$ cat src/rtl/int_service_fsm_pkg.sv
// Shared encodings for the interrupt service FSM: decode cause ops, IVOR indices,
// FSM states and the default vector base.
package int_service_fsm_pkg;

    localparam int INTOP_W = 2;
    localparam logic [INTOP_W-1:0] INTOp_SC   = 2'd1;
    localparam logic [INTOP_W-1:0] INTOp_TRAP = 2'd2;

    localparam logic [3:0] IVOR_EXT  = 4'd4;
    localparam logic [3:0] IVOR_TRAP = 4'd6;
    localparam logic [3:0] IVOR_SC   = 4'd8;

    localparam logic [31:0] INT_ENTRY_ADDR = 32'h0000_0100;

    typedef enum logic [2:0] {
        ST_IDLE,
        ST_DRAIN,
        ST_SAVE,
        ST_JUMP,
        ST_RFI_DRAIN,
        ST_RFI_JUMP
    } state_e;

    typedef enum logic [1:0] {
        CAUSE_NONE,
        CAUSE_EXT,
        CAUSE_TRAP,
        CAUSE_SC
    } cause_e;

    function automatic logic [3:0] ivor_index(input cause_e c);
        case (c)
            CAUSE_EXT:  return IVOR_EXT;
            CAUSE_TRAP: return IVOR_TRAP;
            CAUSE_SC:   return IVOR_SC;
            default:    return 4'd0;
        endcase
    endfunction

endpackage

$ cat src/rtl/int_service_fsm_vector_calc.sv
// Maps a latched interrupt cause to its vector: ENTRY_ADDR + IVOR index * 16,
// PC_WIDTH-wide with the carry dropped.
module int_vector_calc
    import int_service_fsm_pkg::*;
#(
    parameter int                  PC_WIDTH   = 32,
    parameter logic [PC_WIDTH-1:0] ENTRY_ADDR = PC_WIDTH'(INT_ENTRY_ADDR)
) (
    input  logic [1:0]          cause,
    output logic [PC_WIDTH-1:0] vec
);

    logic [7:0] offset;

    always_comb begin
        offset = {ivor_index(cause_e'(cause)), 4'h0};
        vec    = ENTRY_ADDR + PC_WIDTH'(offset);
    end

endmodule

$ cat src/rtl/int_service_fsm.sv
// Interrupt/rfi responder: drains the pipe, saves SRR0/SRR1, clears MSR[EE],
// acks the external latch and redirects fetch; rfi restores MSR/PC from SRR1/SRR0.
module int_service_fsm
    import int_service_fsm_pkg::*;
#(
    parameter int                  PC_WIDTH     = 32,
    parameter int                  MSR_WIDTH    = 32,
    parameter int                  EE_BIT       = 16,
    parameter int                  DRAIN_CYCLES = 3,
    parameter logic [PC_WIDTH-1:0] ENTRY_ADDR   = PC_WIDTH'(INT_ENTRY_ADDR)
) (
    input  logic                 clk,
    input  logic                 rst,
    input  logic                 intReq,
    output logic                 intAck,
    input  logic                 sync_valid,
    input  logic [INTOP_W-1:0]   sync_intOp,
    input  logic                 rfi,
    input  logic [PC_WIDTH-1:0]  pc_cur,
    input  logic [PC_WIDTH-1:0]  pc_next,
    input  logic                 pipe_empty,
    input  logic [MSR_WIDTH-1:0] msr_in,
    input  logic [PC_WIDTH-1:0]  srr0_in,
    input  logic [MSR_WIDTH-1:0] srr1_in,
    output logic                 stall,
    output logic                 flush,
    output logic                 pc_redirect,
    output logic [PC_WIDTH-1:0]  pc_target,
    output logic                 srr0_we,
    output logic [PC_WIDTH-1:0]  srr0_wd,
    output logic                 srr1_we,
    output logic [MSR_WIDTH-1:0] srr1_wd,
    output logic                 msr_we,
    output logic [MSR_WIDTH-1:0] msr_wd,
    output logic                 busy
);

    localparam int                   CNT_W    = (DRAIN_CYCLES > 1) ? $clog2(DRAIN_CYCLES) : 1;
    localparam logic [CNT_W-1:0]     CNT_LOAD = CNT_W'(DRAIN_CYCLES - 1);
    // EE_BIT uses MSB-0 numbering
    localparam logic [MSR_WIDTH-1:0] EE_MASK  = MSR_WIDTH'(1) << (MSR_WIDTH - 1 - EE_BIT);

    state_e                state_q, state_d;
    cause_e                cause_q, cause_d;
    logic [CNT_W-1:0]      cnt_q, cnt_d, cnt_dec;
    logic [PC_WIDTH-1:0]   spc_q, spc_d;
    logic [PC_WIDTH-1:0]   vec;
    logic                  accept;

    int_vector_calc #(
        .PC_WIDTH   (PC_WIDTH),
        .ENTRY_ADDR (ENTRY_ADDR)
    ) u_vec (
        .cause (cause_q),
        .vec   (vec)
    );

    always_comb begin
        state_d = state_q;
        cause_d = cause_q;
        cnt_d   = cnt_q;
        spc_d   = spc_q;
        cnt_dec = (cnt_q == '0) ? cnt_q : cnt_q - CNT_W'(1);
        case (state_q)
            ST_IDLE: begin
                if (sync_valid) begin
                    state_d = ST_DRAIN;
                    cnt_d   = CNT_LOAD;
                    if (sync_intOp == INTOp_SC) begin
                        cause_d = CAUSE_SC;
                        spc_d   = pc_next;
                    end else begin
                        cause_d = CAUSE_TRAP;
                        spc_d   = pc_cur;
                    end
                end else if (intReq) begin
                    state_d = ST_DRAIN;
                    cnt_d   = CNT_LOAD;
                    cause_d = CAUSE_EXT;
                    spc_d   = pc_cur;
                end else if (rfi) begin
                    state_d = ST_RFI_DRAIN;
                    cnt_d   = CNT_LOAD;
                end
            end
            ST_DRAIN: begin
                cnt_d = cnt_dec;
                if (cnt_q == '0 && pipe_empty) state_d = ST_SAVE;
            end
            ST_SAVE: state_d = ST_JUMP;
            ST_JUMP: begin
                state_d = ST_IDLE;
                cause_d = CAUSE_NONE;
            end
            ST_RFI_DRAIN: begin
                cnt_d = cnt_dec;
                if (cnt_q == '0 && pipe_empty) state_d = ST_RFI_JUMP;
            end
            ST_RFI_JUMP: state_d = ST_IDLE;
            default: state_d = ST_IDLE;
        endcase
    end

    always_ff @(posedge clk) begin
        if (rst) begin
            state_q <= ST_IDLE;
            cause_q <= CAUSE_NONE;
            cnt_q   <= '0;
            spc_q   <= '0;
        end else begin
            state_q <= state_d;
            cause_q <= cause_d;
            cnt_q   <= cnt_d;
            spc_q   <= spc_d;
        end
    end

    assign accept = (state_q == ST_IDLE) && (sync_valid || intReq || rfi);

    // Outputs are suppressed while rst is high so a reset landing in SAVE/JUMP
    // never leaks an SPR write or redirect.
    always_comb begin
        stall       = 1'b0;
        flush       = 1'b0;
        pc_redirect = 1'b0;
        pc_target   = '0;
        srr0_we     = 1'b0;
        srr0_wd     = '0;
        srr1_we     = 1'b0;
        srr1_wd     = '0;
        msr_we      = 1'b0;
        msr_wd      = '0;
        intAck      = 1'b0;
        busy        = 1'b0;
        if (!rst) begin
            busy = (state_q != ST_IDLE);
            case (state_q)
                ST_IDLE: begin
                    stall = accept;
                    flush = accept;
                end
                ST_DRAIN, ST_RFI_DRAIN: stall = 1'b1;
                ST_SAVE: begin
                    stall   = 1'b1;
                    srr0_we = 1'b1;
                    srr0_wd = spc_q;
                    srr1_we = 1'b1;
                    srr1_wd = msr_in;
                    msr_we  = 1'b1;
                    msr_wd  = msr_in & ~EE_MASK;
                    intAck  = (cause_q == CAUSE_EXT);
                end
                ST_JUMP: begin
                    pc_redirect = 1'b1;
                    pc_target   = vec;
                end
                ST_RFI_JUMP: begin
                    msr_we      = 1'b1;
                    msr_wd      = srr1_in;
                    pc_redirect = 1'b1;
                    pc_target   = srr0_in;
                end
                default: ;
            endcase
        end
    end

endmodule

$ cat config.mk
export PLATFORM = sky130hd
export DESIGN_NAME = int_service_fsm
export DESIGN_NICKNAME = d
export VERILOG_FILES = /design/src/rtl/int_service_fsm_pkg.sv /design/src/rtl/int_service_fsm_vector_calc.sv /design/src/rtl/int_service_fsm.sv
export SDC_FILE = /design/constraint.sdc
export NUM_CORES = 1
export LEC_CHECK = 0
export BUFFER_PORTS_ARGS = -buffer_cell sky130_fd_sc_hd__buf_4
export CAP_MARGIN = 20
export CORE_AREA = 2 2 118 120
export CTS_BUF_LIST = sky130_fd_sc_hd__clkbuf_8
export CTS_CLUSTER_DIAMETER = 200
export DETAILED_ROUTE_END_ITERATION = 6
export DIE_AREA = 0 0 120 122
export GPL_ROUTABILITY_DRIVEN = 0
export PLACE_DENSITY = 0.52
export SLEW_MARGIN = 20
export SYNTH_ARGS = -nofsm -noshare
export SYNTH_HDL_FRONTEND = slang
export SYNTH_SLANG_ARGS = --single-unit
$ cat constraint.sdc
create_clock -name clk -period 2.5 [get_ports clk]
set_input_delay 0.625 -clock clk [delete_from_list [all_inputs] [get_ports clk]]
set_output_delay 0.625 -clock clk [all_outputs]
set_load 0.02 [all_outputs]
==> metrics, run 1 <==
status finished, final reports clean; predominant post-synthesis flop cell dfxtp_1; row cnt 43; Placed Area 5530 um2; Critical Path Fanout Max 17; minimum clock period after layout 2430 ps; Fmax achieved 0.412 GHz; hold path cells 2; cell count after synthesis 396; root buffer cell clkbuf_8; CTS buffer count 5; Post-route DRC 0; cell taking the most area after synthesis dfxtp_1; Total GRT Usage 0.214; Yosys top cell area share 0.260; PD cells 341 nW/um2; switching pwr 655 uW; Clk pwr share 0.207; Int Power 1.29 mW; CTS tree built; vias in the first global route 3988; flops & latches, synth 39; first drt pass iteration count 6; Reg2Reg Capture Point cause_q[0]; drt first-iter violations 205; Nets 865; clk_lat worst skew 290 ps; worst vdd ir 0.224 mV; CP endpoint kind output pin; Inst Count DP 859; WHS Endpoint spc_q[5]; Pleak 3.06 nW; largest net degree at the start of global routing 38; detailed-route via count 4172; synth unique cells 31; hold path start spc_q[5]; Clock Pin Slew Worst Setup and Hold Paths 80 ps; most common cell after layout, fill and taps aside buf_4; Seq/Total Area, Yosys 0.260; Async SR Flop Fraction 0; slowest stage cell, crit path dfxtp_1; most frequent CP cell buf_4; htree depth 2; Yosys Warn Count 0; Hold Crit Class reg2reg; drt total wl 16900 um; count of final setup violators 0; Net Count, Synth 568; post-route cell area 5710 um2; WP data required 1880 ps; IO Pins 304; CP Cell Sequence nand2b_4 > nor3_4 > buf_4 > buf_12 > and2_2 > a21o_1 > buf_4; EDFF count, synth 0; startpoint types flop; sequential power share 0.393; mean number of vias per cell 4.78; grt total ovfl 0; WP data arrival 1800 ps; core region area 13500 um2; drt wl/cell 19.4 um; top post-synthesis cells by area dfxtp_1, and2_1, a211oi_1; Fillers 1424; slowest stage delay, CP 340 ps; Max-slew headroom 0.646; initial antenna violation count 3; Initial Util 0.222; Layout area overhead 90.2%; Reg2Reg Launch Point state_q[2]; max-cap viol count 0; clock tree sinks 39; Clock Tree Buf Depth 2; critical path type reg2out; commonest non-fill, non-tap cells in the layout buf_4, and2_1, nor2_1, dfxtp_1, a211oi_1; clk_skew 6.20 ps; final cell count without fillers 873; Die Wd 120 um; Die Height 122 um; Worst Max-Slew Pin Slew 530 ps; share of layout cells above drive strength 1 0.504; DIE AREA 14600 um2; syn_area_per_cell 7.58 um2; Reg2Reg Setup Slack 570 ps; first-pass GRT wire length 23700 um; Slew Viols, Final 0; Switching Share 0.337; I/O Buffers 303; hpwl dp 13700 um; R2R depth 5; crit share post-route 0.971; Comb pwr share 0.400; final hold vios 0; mapped cell area 3000 um2; antenna viol nets, final 0
layer usage:
metal | global-route usage | vias up | wire length [um]
met3 | 0.0768 | 18 | 1840
met1 | 0.263 | 1947 | 6640
met5 | 0 | - | 23
li1 | - | 2009 | -
met4 | 0.0338 | 4 | 178
met2 | 0.365 | 194 | 8240
logic make-up (layout without fill, tap and decap cells):
group	after synthesis	in the layout	share of synthesized area
other cells	0	1	0
fa+ha+maj	5	5	0.0200
mux	2	2	0.00667
compound gates	140	140	0.335
flops	39	39	0.260
simple gates	162	162	0.303
buf+inv	47	343	0.0717
xor+xnor	1	1	0.00292
synthesized netlist by cell type, types with 5 or more instances:
cell type,number
a21oi_1,7
inv_1,6
nor3_1,7
clkbuf_1,27
a21o_1,32
dfxtp_1,39
o21ai_0,31
a211oi_1,35
and2_1,94
nand2b_1,5
buf_2,10
nor2_1,44
a221oi_1,30
through the flow:
stage	worst slack, ps	hold slack, ps	setup TNS [ps]	total power, mW	utilization
after floorplan	90.0	474	0	1.18	-
after global placement	84.2	483	0	1.53	0.410
after detailed placement	80.3	488	0	1.55	0.410
after CTS	9.37	499	0	1.96	0.415
after global routing	-19.2	514	-35.7	2.08	0.423
final	72.0	498	0	1.95	0.423
sequential cells by signal, indices dropped and copies added, names as in the netlist:
| name | count |
|---|---|
| spc_q | 32 |
| state_q | 3 |
| cause_q | 2 |
| cnt_q | 2 |
critical path: cells and delay by family (launching register included):
family	cells	cell delay (ps)
buffers and inverters	3	440
AO/OA/AOI/OAI	1	150
AND/OR/NAND/NOR	3	570
flip-flops	1	340
power by group through the flow:
stage / registers [mW] / logic, mW / clock network (mW)
after global placement: 0.773 / 0.761 / 0
after global routing: 0.776 / 0.859 / 0.446
after CTS: 0.764 / 0.776 / 0.423
after floorplan: 0.757 / 0.426 / 0
final: 0.765 / 0.778 / 0.402
after detailed placement: 0.778 / 0.774 / 0
repair_timing:
item                                   4_1_cts  5_1_grt
gates resized for setup                      1        7
pin swaps                                    0        2
gates cloned                                 0        1
buffers inserted                             0        6
endpoints found under the hold margin        0        0
hold buffers                                 0        0
setup endpoints to repair                   53       30
worst max path at each step:
| stage | startpoint | end | depth (start not counted) |
|---|---|---|---|
| 2_1_floorplan | rst | msr_wd[10] | 5 |
| 3_3_place_gp | rst | msr_wd[20] | 6 |
| 3_5_place_dp | rst | msr_wd[28] | 6 |
| 4_1_cts | state_q[2] | msr_wd[26] | 6 |
| 5_1_grt | state_q[2] | msr_wd[26] | 7 |
| 6_report | state_q[2] | msr_wd[26] | 7 |
cell type report:
type                    instances  area, um2  share of cell area
repair buffers                331       2560               0.449
clock inverters                 1       3.75            0.000657
flip-flops and latches         39        783               0.137
inverters                       6       22.5             0.00394
well taps                     180        225              0.0394
multi-input cells             310       2040               0.357
clock buffers                   5       68.8              0.0121
diodes                          1       2.50            0.000438
Power figures use the tool's default switching activity.
==> inputs of run 2 (changes only) <==
Settings changed: BUFFER_PORTS_ARGS -buffer_cell sky130_fd_sc_hd__buf_4 to -buffer_cell sky130_fd_sc_hd__buf_2, CELL_PAD_IN_SITES_DETAIL_PLACEMENT from default to 1, CELL_PAD_IN_SITES_GLOBAL_PLACEMENT from default to 2, CORE_AREA 2 2 118 120 to default, CORE_ASPECT_RATIO from default to 0.8, CORE_MARGIN from default to 2, CORE_UTILIZATION from default to 17, DIE_AREA 0 0 120 122 to default, PLACE_DENSITY 0.52 to 0.8.
==> metrics, run 2 (synthesis results as in run 1) <==
Hold Crit Class reg2reg (unchanged); Switching Share 0.337 (about the same); Clock Tree Buf Depth 2 (unchanged); Biggest register spc_q (unchanged); Fillers 2229 (was 1424); final cell count without fillers 913 (was 873); Worst Max-Slew Pin Slew 576 ps (was 530 ps); number of flip-flops in the largest register 32 (unchanged); status finished, final reports clean (unchanged); Post-route DRC 0 (unchanged); Die Height 123 um (was 122 um); htree depth 2 (unchanged); Nets 857 (was 865); largest net degree at the start of global routing 44 (was 38); Total GRT Usage 0.188 (was 0.214); clock tree sinks 39 (unchanged); detailed-route via count 4128 (was 4172); IO Pins 304 (unchanged); crit share post-route 0.957 (was 0.971); Pleak 2.91 nW (was 3.06 nW); CTS Hold Bufs 0 (unchanged); root buffer cell clkbuf_8 (unchanged); Clk pwr share 0.306 (was 0.207); WP data required 1880 ps (about the same); drt wl/cell 20.4 um (was 19.4 um); antenna viol nets, final 0 (unchanged); drt total wl 18600 um (was 16900 um); minimum clock period after layout 2390 ps (was 2430 ps); CP endpoint kind output pin (unchanged); Initial Util 0.173 (was 0.222); core region area 17300 um2 (was 13500 um2); grt total ovfl 0 (unchanged); clk_skew 7.01 ps (was 6.20 ps); I/O Buffers 303 (unchanged); PD cells 427 nW/um2 (was 341 nW/um2); row cnt 43 (unchanged); first-pass GRT wire length 26700 um (was 23700 um); commonest non-fill, non-tap cells in the layout buf_2, and2_1, nor2_1, dfxtp_1, a211oi_1 (was buf_4, and2_1, nor2_1, dfxtp_1, a211oi_1); worst vdd ir 0.199 mV (was 0.224 mV); first drt pass iteration count 4 (was 6); Inst Count DP 900 (was 859); Critical Path Fanout Max 26 (was 17); mean number of vias per cell 4.52 (was 4.78); most common cell after layout, fill and taps aside buf_2 (was buf_4); critical path type reg2out (unchanged); share of layout cells above drive strength 1 0.497 (was 0.504); biggest regs spc_q: 32 flops, state_q: 3 flops (unchanged); WP data arrival 1770 ps (was 1800 ps); switching pwr 729 uW (was 655 uW); DIE AREA 18700 um2 (was 14600 um2); final hold vios 0 (unchanged); max-cap viol count 0 (unchanged); Die Wd 153 um (was 120 um); startpoint types flop (unchanged); Clock Pin Slew Worst Setup and Hold Paths 90 ps (was 80 ps); hpwl dp 15100 um (was 13700 um); sequential power share 0.356 (was 0.393); Max-slew headroom 0.613 (was 0.646); Int Power 1.43 mW (was 1.29 mW); drt first-iter violations 211 (was 205); Fmax achieved 0.418 GHz (was 0.412 GHz); total power 2.16 mW (was 1.95 mW); vias in the first global route 4042 (was 3988); CTS tree built (unchanged); clk_lat worst skew 310 ps (was 290 ps); count of final setup violators 0 (unchanged); Slew Viols, Final 0 (unchanged); Layout area overhead 68.5% (was 90.2%); CTS buffer count 5 (unchanged); initial antenna violation count 2 (was 3); Comb pwr share 0.338 (was 0.400)
==> run 2: path summary, 6_finish.rpt <==
path / start / to / slack, ps / cells after the start
worst max-delay path: state_q[1] / msr_we / 110 / 6
worst max register to register: state_q[0] / spc_q[13] / 580 / 7
worst min register to register: spc_q[21] / spc_q[21] / 510 / 2
worst min-delay path: spc_q[21] / spc_q[21] / 510 / 2
==> run 2: power groups by stage <==
stage	combinational (mW)	clock (mW)	sequential, mW
finish	0.730	0.662	0.770
detailed placement	0.728	0	0.783
floorplan	0.426	0	0.757
global placement	0.718	0	0.787
CTS	0.740	0.695	0.771
global route	0.809	0.721	0.781
==> run 2: cell type report <==
| type | instances | area, um2 | area share |
|---|---|---|---|
| multi-input combinational | 310 | 2040 | 0.404 |
| timing repair buffer | 323 | 1790 | 0.353 |
| sequential | 39 | 781 | 0.154 |
| tap | 225 | 282 | 0.0557 |
| clock buffer | 5 | 68.8 | 0.0136 |
| clock inverter | 3 | 67.6 | 0.0134 |
| inverter | 6 | 22.5 | 0.00445 |
| antenna | 2 | 5.00 | 0.000990 |
==> run 2: what timing repair did <==
action | CTS | global route
buffers inserted | 2 | 0
gates resized for setup | 11 | 6
pin swaps | 1 | 1
cloned | 1 | 0
setup endpoints to repair | 3 | 79
endpoints found under the hold margin | 0 | 0
==> run 2: per-layer routing <==
metal,vias to the layer above,share of wire,GRT usage
met5,-,0,0
met4,0,0.0052,0.0324
met3,8,0.066,0.0410
met2,184,0.50,0.333
met1,1944,0.42,0.238
li1,1992,-,-
==> run 2: through the flow <==
| stage | instance area, um2 | util | setup slack, ps | TNS [ps] | hold WS (ps) |
|---|---|---|---|---|---|
| after floorplan | 3000 | - | 90.0 | 0 | 474 |
| after global placement | 4810 | 0.278 | 54.6 | 0 | 492 |
| after detailed placement | 4810 | 0.278 | 28.7 | 0 | 496 |
| after CTS | 5030 | 0.290 | -20.9 | -70.4 | 512 |
| after global routing | 5050 | 0.292 | -7.18 | -12.0 | 539 |
| final | 5060 | 0.292 | 108 | 0 | 505 |
==> run 2: worst max-delay path, stage by stage, from the launching register on <==
cell and delay (ps):
dfxtp_1 390, buf_4 200, nand2b_1 180, nor2_4 70
buf_12 160, or2_2 290, buf_2 160
